<file path="src/rtl/rete.sv">
// rtl/rete.sv - two-register ALU datapath (A/B registers, 2:1 muxes, add/sub ALU)

module rete_reg #(
  parameter int unsigned N = 8
) (
  input  logic         clock,
  input  logic         rst_n,
  input  logic         en_i,
  input  logic [N-1:0] d_i,
  output logic [N-1:0] q_o
);
  logic [N-1:0] data_q;

  always_ff @(posedge clock or negedge rst_n) begin
    if (!rst_n) begin
      data_q <= '0;
    end else if (en_i) begin
      data_q <= d_i;
    end
  end

  assign q_o = data_q;
endmodule

module rete_mux2 #(
  parameter int unsigned N = 8
) (
  input  logic         sel_i,
  input  logic [N-1:0] in0_i,
  input  logic [N-1:0] in1_i,
  output logic [N-1:0] out_o
);
  assign out_o = sel_i ? in1_i : in0_i;
endmodule

module rete_alu #(
  parameter int unsigned N = 8
) (
  input  logic         sub_i,
  input  logic [N-1:0] a_i,
  input  logic [N-1:0] b_i,
  output logic [N-1:0] r_o
);
  // Carry/borrow dropped on purpose: results wrap modulo 2^N.
  assign r_o = sub_i ? (a_i - b_i) : (a_i + b_i);
endmodule

module rete #(
  parameter int unsigned N = 8
) (
  input  logic         clock,
  input  logic         rst_n,
  output logic [N-1:0] out,
  input  logic [N-1:0] x,
  input  logic [N-1:0] y,
  input  logic         mux1,
  input  logic         mux2,
  input  logic         wea,
  input  logic         web,
  input  logic         aluctl
);
  logic [N-1:0] a_val;
  logic [N-1:0] b_val;
  logic [N-1:0] alu_r;
  logic [N-1:0] a_d;
  logic [N-1:0] b_d;

  rete_alu #(.N(N)) u_alu (
    .sub_i (aluctl),
    .a_i   (a_val),
    .b_i   (b_val),
    .r_o   (alu_r)
  );

  rete_mux2 #(.N(N)) u_mux_a (
    .sel_i (mux1),
    .in0_i (x),
    .in1_i (alu_r),
    .out_o (a_d)
  );

  rete_mux2 #(.N(N)) u_mux_b (
    .sel_i (mux2),
    .in0_i (y),
    .in1_i (alu_r),
    .out_o (b_d)
  );

  rete_reg #(.N(N)) u_reg_a (
    .clock (clock),
    .rst_n (rst_n),
    .en_i  (wea),
    .d_i   (a_d),
    .q_o   (a_val)
  );

  rete_reg #(.N(N)) u_reg_b (
    .clock (clock),
    .rst_n (rst_n),
    .en_i  (web),
    .d_i   (b_d),
    .q_o   (b_val)
  );

  assign out = alu_r;
endmodule

</file>
<file path="config.mk">
export PLATFORM = sky130hd
export DESIGN_NAME = rete
export DESIGN_NICKNAME = d
export VERILOG_FILES = /design/src/rtl/rete.sv
export SDC_FILE = /design/constraint.sdc
export NUM_CORES = 1
export LEC_CHECK = 0
export BUFFER_PORTS_ARGS = -buffer_cell sky130_fd_sc_hd__buf_4
export CORE_ASPECT_RATIO = 1.5
export CORE_MARGIN = 2
export CORE_UTILIZATION = 30
export CTS_BUF_LIST = sky130_fd_sc_hd__clkbuf_4 sky130_fd_sc_hd__clkbuf_8
export CTS_CLUSTER_DIAMETER = 150
export DETAILED_ROUTE_END_ITERATION = 8
export MAX_ROUTING_LAYER = met4
export RECOVER_POWER = 50
export SLEW_MARGIN = 40
export SYNTH_ARGS = -nofsm -noshare
export SYNTH_HDL_FRONTEND = slang
export SYNTH_SLANG_ARGS = --single-unit
</file>
<file path="constraint.sdc">
create_clock -name clock -period 2.5 [get_ports clock]
set_input_delay 0.125 -clock clock [delete_from_list [all_inputs] [get_ports clock]]
set_output_delay 0.125 -clock clock [all_outputs]
set_load 0.1 [all_outputs]
</file>
==> flow_summary.json <==
{
  "status": "finished, violations left",
  "violations": "negative setup slack",
  "final.min_clock_period_ns": 2.716,
  "dieHeight_um": 82.06,
  "critPathKind": "register to primary output",
  "hp-class": "input port to register",
  "cp_common_cell": "nand2_4",
  "drive_gt1_share_pct": 43.30,
  "row_count": 28,
  "reg2reg_from": "u_reg_b.q_o[1]",
  "clk_latency_ns": 0.24,
  "required_ns": 2.38,
  "root_buffer": "clkbuf_8",
  "clockBufferDepth": 2,
  "synth_fp_nets": 176,
  "setup_viol": 7,
  "antenna_cells": 0,
  "slowest_stage": "o41a_1",
  "hold_viol_final": 0,
  "first_global_vias": 1215,
  "ff2ff_path_depth": 13,
  "chipWidth_um": 56.04,
  "ff2ff_setup_slack_ns": -0.17,
  "ys_types": 28,
  "ios": 31,
  "ys_ff_latch": 16,
  "holdPathStages": 3,
  "dp_hpwl_um": 2467,
  "overflow": 0,
  "synth_seq_area_share_pct": 32.85,
  "final_antenna_net_count": 0,
  "nets": 228,
  "tightest_slew_ns": 0.9654,
  "firstDrtPassIters": 4,
  "cts-htree-levels": 1,
  "gp_congestion": 0.8775,
  "core_mm2": 0.003924,
  "wl_um": 3450,
  "min_from": "y[0]",
  "max-slew-margin-rel_pct": 35.64,
  "die_area_mm2": 0.004599,
  "synth_edf_count": 0,
  "tns_ns": -0.8918,
  "setup_slack_ns": -0.2158,
  "crit_chain": "inv_2 > ha_4 > a31oi_4 > xnor2_2 > ha_1 > buf_6 > nand2_4 > nand2_4 > o41a_1 > xnor2_4 > buf_12",
  "numCtsBuffers": 3,
  "post-route-drc-count": 0,
  "synthCells": 144,
  "grt_pass1_wl_um": 5685,
  "critical-path-max-stage-delay_ns": 0.47,
  "critPathMaxFanout": 3,
  "first_iter_violations": 33,
  "critPathLaunchType": "register",
  "synth_top_flop_cell": "dfrtp_1",
  "drv_cap": 0,
  "async_reset_ff_share_pct": 100.0,
  "syn2layout_area_growth_pct": 60.16,
  "r2r_end": "u_reg_b.q_o[7]",
  "syn_avg_cell_area_um2": 8.463,
  "drv_slew": 0,
  "grt_max_degree": 19,
  "yosys.area.top_type": "dfrtp_1",
  "worstSetupEndpointType": "primary output",
  "worstHoldEndpoint": "u_reg_b.q_o[0]",
  "fmax_mhz": 368.2,
  "port_buffers": 30,
  "yosys_warnings": 0,
  "antenna_found_initial": 0,
  "fin_skew_ns": 0.001293,
  "via_per_inst": 5.130,
  "min_period_over_period_pct": 108.6,
  "synth_top_area_share_pct": 32.85,
  "fin_hold_ws_ns": 0.1249,
  "clk_pin_slew_ns": 0.06,
  "vias": 1226,
  "numClockSinks": 16,
  "rsz0062_at_grt": "yes",
  "track_usage_pct": 16.34,
  "wire_per_inst_um": 14.44,
  "cts_tree": "yes",
  "crit_arrival_ns": 2.59,
  "synth_area_leaders": "dfrtp_1 33%, ha_1 8.2%, xnor2_1 7.2%",
  "syn_area_mm2": 0.001219,
  "start_util_pct": 31.06
}
critical path: cells and delay by family (launching register included):
kind	cells	cell delay [ns]
simple gates	2	0.11
fa+ha+maj	2	0.49
xor+xnor	2	0.38
buf+inv	3	0.41
compound gates	2	0.56
flops	1	0.40
cells by family after synthesis:
kind of cell             Yosys count  synth area share [%]
flip-flops                        16                 32.85
buffers and inverters             18                 5.545
AO/OA/AOI/OAI                     39                 19.61
adder cells (fa/ha/maj)            9                 9.857
XOR/XNOR                          10                 7.187
AND/OR/NAND/NOR                   44                 18.27
multiplexers                       8                 6.674
cells in the mapped netlist (4+ instances only):
library cell	n
a21oi_1	13
a31oi_1	7
clkbuf_1	7
dfrtp_1	16
ha_1	8
inv_1	11
mux2i_1	7
nand2_1	8
nor2_1	13
nor2b_1	7
o211ai_1	4
o21ai_0	9
xnor2_1	10
layout make-up:
cell class              count  area [µm²]
fillers                   372        1972
multi-input cells         110       927.1
repair buffers             54       485.5
flip-flops and latches     16       400.4
well taps                  45       56.30
clock buffers               3       41.29
inverters                  11       41.29
worst max path at each step:
stage / startpoint / endpoint / slack, ns / cells past startpoint
finish: u_reg_b.q_o[1] / out[7] / -0.22 / 11
global route: u_reg_b.q_o[1] / out[7] / -0.33 / 10
CTS: u_reg_b.q_o[1] / out[7] / -0.22 / 11
detailed placement: u_reg_b.q_o[0] / out[7] / -0.15 / 11
global placement: u_reg_b.q_o[0] / out[7] / -0.12 / 10
floorplan: u_reg_b.q_o[0] / out[7] / -0.24 / 8
routing by layer:
metal  share of wire (%)  wire (µm)  global-route usage, %
met3                 3.1        106                  2.205
met1                  39       1353                  17.05
met5                   0          0                      -
met2                  56       1932                  31.29
met4                 1.7         58                  5.714
flip-flops by register name, summed over array words and instances, names as in the netlist:
register and flops:
u_reg_b.q_o 8, u_reg_a.q_o 8
per-stage QoR:
stage          std cells  util, %  cell area [µm²]  setup WS [ns]
3_3_place_gp         227    41.84             1642        -0.1182
6_report             239    49.74             1952        -0.2158
4_1_cts              238    48.25             1893        -0.2208
5_1_grt              239    49.74             1952        -0.3327
2_1_floorplan        144        -             1274        -0.2414
3_5_place_dp         227    41.84             1642        -0.1483
cells in the final DEF (no fill, tap or decap), types with 5 or more instances in the layout:
master / instances
a21oi_1: 10
buf_12: 5
buf_4: 42
buf_6: 5
dfrtp_1: 16
ha_1: 7
inv_1: 9
mux2i_1: 6
nand2_1: 5
nor2_1: 12
nor2b_1: 6
o21ai_0: 7
xnor2_1: 7
timing repair:
item | 4_1_cts | 5_1_grt
hold buffers | 1 | 0
pin swaps | 17 | 5
hold endpoints to repair | 16 | 0
resized for setup | 36 | 14
setup endpoints to repair | 9 | 14
setup buffers | 7 | 2
Power is left out: the tool's default activity adds up to more than one toggle a clock period on the data nets, which glitch-free logic cannot reach.
